### src/rtl/mux_arbiter_pkg.sv
// mux_arbiter_pkg: shared types and constants for the two-requester arbiter.
//   arb_state_t : FSM state encoding (idle / A owns channel / B owns channel)
//   SEL_A/SEL_B : mux select encodings; also used to record the last winner
package mux_arbiter_pkg;

  typedef enum logic [1:0] {
    ARB_IDLE    = 2'd0,
    ARB_GRANT_A = 2'd1,
    ARB_GRANT_B = 2'd2
  } arb_state_t;

  localparam logic SEL_A = 1'b0;
  localparam logic SEL_B = 1'b1;

endpackage

### src/rtl/mux_arbiter_mux_w.sv
// mux_w: WIDTH-bit 2:1 multiplexer, o = s ? b : a.
//   a, b : data inputs (WIDTH)
//   s    : select, 0 picks a, 1 picks b
//   o    : selected data (WIDTH)
module mux_w #(
  parameter int WIDTH = 8
) (
  input  logic [WIDTH-1:0] a,
  input  logic [WIDTH-1:0] b,
  input  logic             s,
  output logic [WIDTH-1:0] o
);

  assign o = s ? b : a;

endmodule

### src/rtl/mux_arbiter.sv
// mux_arbiter: two-requester round-robin arbiter owning a shared WIDTH-bit
// channel. Grants one requester at a time, drives the mux select and
// registers the selected payload onto data_out (1-cycle latency).
//   clock, reset       : rising-edge clock, synchronous active-high reset
//   req_a/data_a       : requester A request (held for transfer) and payload
//   req_b/data_b       : requester B request and payload
//   gnt_a/gnt_b        : registered grants, never both high
//   sel                : registered mux select, 0 = A, 1 = B
//   data_out/valid_out : registered selected payload and its qualifier
// Optional build macro ARB_HOLD_TIMEOUT_EN: limits one owner to MAX_HOLD
// consecutive grant cycles when the other requester is waiting.
module mux_arbiter
  import mux_arbiter_pkg::*;
#(
  parameter int WIDTH    = 8,
  parameter int MAX_HOLD = 4
) (
  input  logic             clock,
  input  logic             reset,
  input  logic             req_a,
  input  logic [WIDTH-1:0] data_a,
  input  logic             req_b,
  input  logic [WIDTH-1:0] data_b,
  output logic             gnt_a,
  output logic             gnt_b,
  output logic             sel,
  output logic [WIDTH-1:0] data_out,
  output logic             valid_out
);

  arb_state_t       state, state_nxt;
  logic             last_winner;
  logic [WIDTH-1:0] mux_o;
  logic             valid_nxt;

`ifdef ARB_HOLD_TIMEOUT_EN
  localparam int             CW        = $clog2(MAX_HOLD + 1);
  localparam logic [CW-1:0]  HOLD_LAST = CW'(MAX_HOLD - 1);
  logic [CW-1:0] hold_cnt;
  logic          hold_exp;

  assign hold_exp = (hold_cnt == HOLD_LAST);
`endif

  always_comb begin
    state_nxt = state;
    case (state)
      ARB_IDLE: begin
        // Tie goes to whoever did not win last time.
        if (req_a && req_b)
          state_nxt = (last_winner == SEL_A) ? ARB_GRANT_B : ARB_GRANT_A;
        else if (req_a)
          state_nxt = ARB_GRANT_A;
        else if (req_b)
          state_nxt = ARB_GRANT_B;
      end
      ARB_GRANT_A: begin
        if (!req_a)
          state_nxt = req_b ? ARB_GRANT_B : ARB_IDLE;
`ifdef ARB_HOLD_TIMEOUT_EN
        else if (req_b && hold_exp)
          state_nxt = ARB_GRANT_B;
`endif
      end
      ARB_GRANT_B: begin
        if (!req_b)
          state_nxt = req_a ? ARB_GRANT_A : ARB_IDLE;
`ifdef ARB_HOLD_TIMEOUT_EN
        else if (req_a && hold_exp)
          state_nxt = ARB_GRANT_A;
`endif
      end
      default: state_nxt = ARB_IDLE;
    endcase
  end

  // Uses the registered grant so a word is only valid while its owner still requests.
  assign valid_nxt = (gnt_a && req_a) || (gnt_b && req_b);

  mux_w #(.WIDTH(WIDTH)) u_mux (
    .a (data_a),
    .b (data_b),
    .s (sel),
    .o (mux_o)
  );

  always_ff @(posedge clock) begin
    if (reset) begin
      state       <= ARB_IDLE;
      gnt_a       <= 1'b0;
      gnt_b       <= 1'b0;
      sel         <= SEL_A;
      last_winner <= SEL_B;
      data_out    <= '0;
      valid_out   <= 1'b0;
    end else begin
      state     <= state_nxt;
      gnt_a     <= (state_nxt == ARB_GRANT_A);
      gnt_b     <= (state_nxt == ARB_GRANT_B);
      valid_out <= valid_nxt;
      // sel keeps its last value through IDLE.
      if (state_nxt == ARB_GRANT_A) begin
        sel         <= SEL_A;
        last_winner <= SEL_A;
      end else if (state_nxt == ARB_GRANT_B) begin
        sel         <= SEL_B;
        last_winner <= SEL_B;
      end
      if (valid_nxt)
        data_out <= mux_o;
    end
  end

`ifdef ARB_HOLD_TIMEOUT_EN
  // Clears on every grant entry; saturates so a late arrival is served at once.
  always_ff @(posedge clock) begin
    if (reset)
      hold_cnt <= '0;
    else if (state_nxt != state)
      hold_cnt <= '0;
    else if (state != ARB_IDLE && !hold_exp)
      hold_cnt <= hold_cnt + 1'b1;
  end
`endif

endmodule

### config.mk
export PLATFORM = sky130hd
export DESIGN_NAME = mux_arbiter
export DESIGN_NICKNAME = d
export VERILOG_FILES = /design/src/rtl/mux_arbiter_pkg.sv /design/src/rtl/mux_arbiter_mux_w.sv /design/src/rtl/mux_arbiter.sv
export SDC_FILE = /design/constraint.sdc
export NUM_CORES = 1
export LEC_CHECK = 0
export BUFFER_PORTS_ARGS = -buffer_cell sky130_fd_sc_hd__buf_2
export CORE_MARGIN = 8
export CORE_UTILIZATION = 45
export DETAILED_ROUTE_END_ITERATION = 8
export PLACE_DENSITY = 0.77
export REMOVE_ABC_BUFFERS = 1
export SYNTH_ARGS = -nofsm -noshare
export SYNTH_HDL_FRONTEND = slang
export SYNTH_SLANG_ARGS = --single-unit
### constraint.sdc
create_clock -name clock -period 1.89 [get_ports clock]
set_input_delay 0.189 -clock clock [delete_from_list [all_inputs] [get_ports clock]]
set_output_delay 0.189 -clock clock [all_outputs]
set_load 0.02 [all_outputs]
# After elaboration in Yosys (flattened, before gate mapping)
# Cells that the tools add are included.
dict set report totals {
  register_bits 15
  inputBits 20
  output_inout_bits 12
}
dict set report classes {
  eq_ne 4
  n_mux 12
  reduce_logical 7
}
# op count
set op_table {}
lappend op_table {{2-to-1 mux 2 bit} 7}
lappend op_table {{2-to-1 mux 8 bit} 1}
lappend op_table {{case mux 2 bit (3 select lines)} 1}
lappend op_table {{== test 2 x 1 -> 1 bit, second input constant} 2}
lappend op_table {{== test 2 bit, second input constant} 2}
lappend op_table {{logical AND 1 bit} 3}
lappend op_table {{2-to-1 mux 1 bit} 3}
lappend op_table {{zero test 2 bit} 1}
lappend op_table {{nonzero test 2 bit} 1}
lappend op_table {{OR reduction 2 bit} 1}
lappend op_table {{logical OR 1 bit} 1}

# Longest topological paths before layout
dict set report depth {
  depth_word 7
  ltp_mapped 7
}

# Cells and area by module
# A second synthesis with hierarchy kept.
dict set report hier_totals {
  hier_cells 74
  hier_area_um2 737.0
}
# mod n_inst cells_per_inst area_per_inst_um2 seq_area_each_um2
set by_module_without_submodules {}
lappend by_module_without_submodules {mux_arbiter 1 65 605.6 300.3}
lappend by_module_without_submodules {mux_w 1 9 131.4 0.0}

# Least setup slack after synthesis
# No wires, ideal clock.
dict set report synth_path {
  kind {register -> register}
  startpoint {reg last_winner}
  endpoint {reg last_winner}
  setup_ns 0.115
  t_arrival_ns 1.305
  t_required_ns 1.775
  slack_ns 0.469
  path_stages_with_launch 6
  path_buffers 0
  cell_sequence {dfxtp_1 > o21ba_2 > o21ai_0 > ha_1 > mux2i_1 > nand2_1}
}
dict set report synth_between {
  elab_chain_cells 5
  word_cells_on_any_way 7
  cone_classes {eq/ne (2); mux (4); reduce/logical (1)}
}
# element line
set synth_rtl {}
lappend synth_rtl {{start: declaration} mux_arbiter.sv:32} ;# logic last_winner;
lappend synth_rtl {{start signal: assignment} mux_arbiter.sv:93} ;# last_winner <= SEL_B;
lappend synth_rtl {{start signal: assignment} mux_arbiter.sv:104} ;# last_winner <= SEL_A;
lappend synth_rtl {{start signal: assignment} mux_arbiter.sv:107} ;# last_winner <= SEL_B;
lappend synth_rtl {{2-to-1 mux 2 bit *} mux_arbiter.sv:51} ;# state_nxt = (last_winner == SEL_A) ? ARB_GRANT_B : ARB_GRANT_A;
lappend synth_rtl {{2-to-1 mux 2 bit *} mux_arbiter.sv:50} ;# if (req_a && req_b)
lappend synth_rtl {{case mux 2 bit (3 select lines) *} mux_arbiter.sv:47} ;# case (state)
lappend synth_rtl {{== test 2 x 1 -> 1 bit or == test 2 bit (tied branches)} {mux_arbiter.sv:102, mux_arbiter.sv:105}}
lappend synth_rtl {{2-to-1 mux 1 bit or nonzero test 2 bit (tied branches)} n/a}
# Mark *: on every way between the ends. The rest lies on a longest branch, timed or not.
# A chain may end at the register's enable or synchronous reset.

# Worst setup path after layout
# Same ends and word-level chain as after synthesis.

==> results.sh <==
export IMPL_cts_sinks=15
export IMPL_grt_pass1_vias=578
export IMPL_crit_path_start_kind="flop"
export IMPL_syn_inst=68
export IMPL_yosys_warnings=0
export IMPL_final_common_cell="buf_2"
export IMPL_setup_tns_ns=0
export IMPL_drv_cap=0
export IMPL_clock_root_buffer="clkbuf_4"
export IMPL_cp_end_kind="flop"
export IMPL_place_congestion=0.719
export IMPL_grtUsageMet1_pct=8.46
export IMPL_grt_pass1_wl_mm=2.46
export IMPL_nNetsFinal=124
export IMPL_min_period_ns=1.56
export IMPL_cp_required_ns=2.07
export IMPL_layoutNonFillerInstCount=115
export IMPL_fillers=142
export IMPL_drv_slew=0
export IMPL_first_iter_violations=6
export IMPL_vias_per_cell=5.02
export IMPL_powerDensity_nw_per_um2=777
export IMPL_slew_headroom_pct=52.8
export IMPL_run_status="completed"
export IMPL_initial_utilization_pct=48.0
export IMPL_yosysSeqAreaShare_pct=41.5
export IMPL_crit_type="reg2reg"
export IMPL_fp_dieW_um=56.1
export IMPL_finalPower_mw=0.688
export IMPL_clk_latency_ns=0.28
export IMPL_hold_violations=0
export IMPL_fp_dieH_um=56.1
export IMPL_core_um2=1510
export IMPL_antenna_found_initial=0
export IMPL_ctsHtreeMaxLevel=1
export IMPL_design_area_um2=885
export IMPL_worstPathArrival_ns=1.74
export IMPL_rsz0062_at_grt="false"
export IMPL_area_growth_syn_to_layout_pct=22.3
export IMPL_row_count=14
export IMPL_finalCritPeriodShare_pct=82.6
export IMPL_gr_usage_met3_pct=7.31
export IMPL_cts_setup_buffers=0
export IMPL_postRouteAntennaNets=0
export IMPL_ios=32
export IMPL_numCtsBuffers=3
export IMPL_drt_total_wl_mm=1.48
export IMPL_fmax_ghz=0.640
export IMPL_grt_total_usage_pct=9.62
export IMPL_synth_seq_cells=15
export IMPL_cts_buffer_depth=2
export IMPL_wl_per_cell_um=12.8
export IMPL_final_util_pct=58.7
export IMPL_p_leak_nw=0.414
export IMPL_min_path_type="in2reg"
export IMPL_setup_viol=0
export IMPL_place_detailed_hpwl_mm=1.18
export IMPL_clkTransAtPathRegs_ns=0.08
export IMPL_dieArea_um2=3150
export IMPL_syn_area_per_cell_um2=10.6
export IMPL_drcViolationCount=0
export IMPL_tritoncts="yes"
export IMPL_synthesis_area_um2=723
export IMPL_whs_ns=0.195
export IMPL_peakVddDrop_mv=0.463
export IMPL_firstDrtPassIters=3
export IMPL_synth_distinct_cells=20
export IMPL_worst_pin_slew_ns=0.708
export IMPL_portBuffers=31
export IMPL_preCtsSetupSlack_ns=0.330
export IMPL_skew_ns=0.00394
export IMPL_overflow=0
export IMPL_post_dp_cell_area_um2=857
export IMPL_diodes=0
export IMPL_globalRouteMet2Util_pct=16.0
export IMPL_drive_gt1_share_pct=45.5
export IMPL_hold_buffers=0
export IMPL_grt_max_degree=18
export IMPL_final_cell_mix="buf_2 (31), dfxtp_1 (15), nor2_1 (11)"
export IMPL_top_usage_layer="met2"
export IMPL_place_inst=111
export IMPL_post_cts_resized=0
export IMPL_critical_path_peak_fanout=4
export IMPL_vias=577
export IMPL_timing_final_ws_setup_ns=0.328
[area by class of cell]
| type | instances | area [µm²] | share of cell area, % |
|---|---|---|---|
| Tap cell | 16 | 20.0 | 2.26 |
| Multi-Input combinational cell | 45 | 367 | 41.4 |
| Clock inverter | 1 | 5.00 | 0.566 |
| Sequential cell | 15 | 300 | 33.9 |
| Clock buffer | 3 | 22.5 | 2.55 |
| Inverter | 4 | 15.0 | 1.70 |
| Timing Repair Buffer | 31 | 155 | 17.5 |
[flip-flops by register name, indices dropped and copies added (netlist names)]
register     cells
state            2
gnt_b            1
data_out         8
sel              1
valid_out        1
last_winner      1
gnt_a            1
[path summary, 6_finish.rpt]
path,startpoint,end,depth (start not counted),slack (ns)
setup / recovery,last_winner,last_winner,5,0.33
hold / removal,req_b,state[1],2,0.19
setup reg to reg,last_winner,last_winner,5,0.33
hold reg to reg,data_out[0],data_out[0],2,0.52
[cells in the mapped netlist (all sizes together)]
| library cell | count | share of area, % |
|---|---|---|
| dfxtp | 15 | 42 |
| nor2 | 12 | 6.6 |
| mux2i | 9 | 12 |
| a211oi | 8 | 14 |
| buf | 4 | 5.7 |
| ha | 4 | 6.9 |
| inv | 4 | 2.1 |
| nor2b | 2 | 1.7 |
| o21ai | 2 | 1.4 |
| a21oi | 1 | 0.69 |
| a22o | 1 | 1.2 |
| and2 | 1 | 0.87 |
| nand2 | 1 | 0.52 |
| nor3 | 1 | 0.69 |
| o211a | 1 | 1.4 |
| o21a | 1 | 1.0 |
| o21ba | 1 | 1.4 |
[cells by family after synthesis]
| family | Yosys count | share of synthesized area, % |
|---|---|---|
| buf+inv | 8 | 7.78 |
| simple gates | 17 | 10.4 |
| compound gates | 15 | 20.9 |
| mux | 9 | 12.5 |
| fa+ha+maj | 4 | 6.92 |
| flops | 15 | 41.5 |
[power breakdown]
part / internal (mW) / switching [mW] / leakage, nW / total [mW]
Sequential: 0.338 / 0.0169 / 0.123 / 0.355
Clock: 0.0786 / 0.103 / 0.0177 / 0.181
Combinational: 0.0671 / 0.0842 / 0.273 / 0.151
Total: 0.484 / 0.204 / 0.414 / 0.688
[per-layer routing]
layer  wire length, µm  vias to the layer above
met4                18                        0
met1               616                      255
met3               179                        5
li1                  -                      294
met2               662                       23
met5                 0                        -
[worst max-delay path: stages, from the launching register on]
cell	delay [ns]
dfxtp_1	0.34
o21ba_2	0.21
o21ai_0	0.38
ha_1	0.32
mux2i_1	0.15
nand2_1	0.07
(Power assumes the default switching activity.)
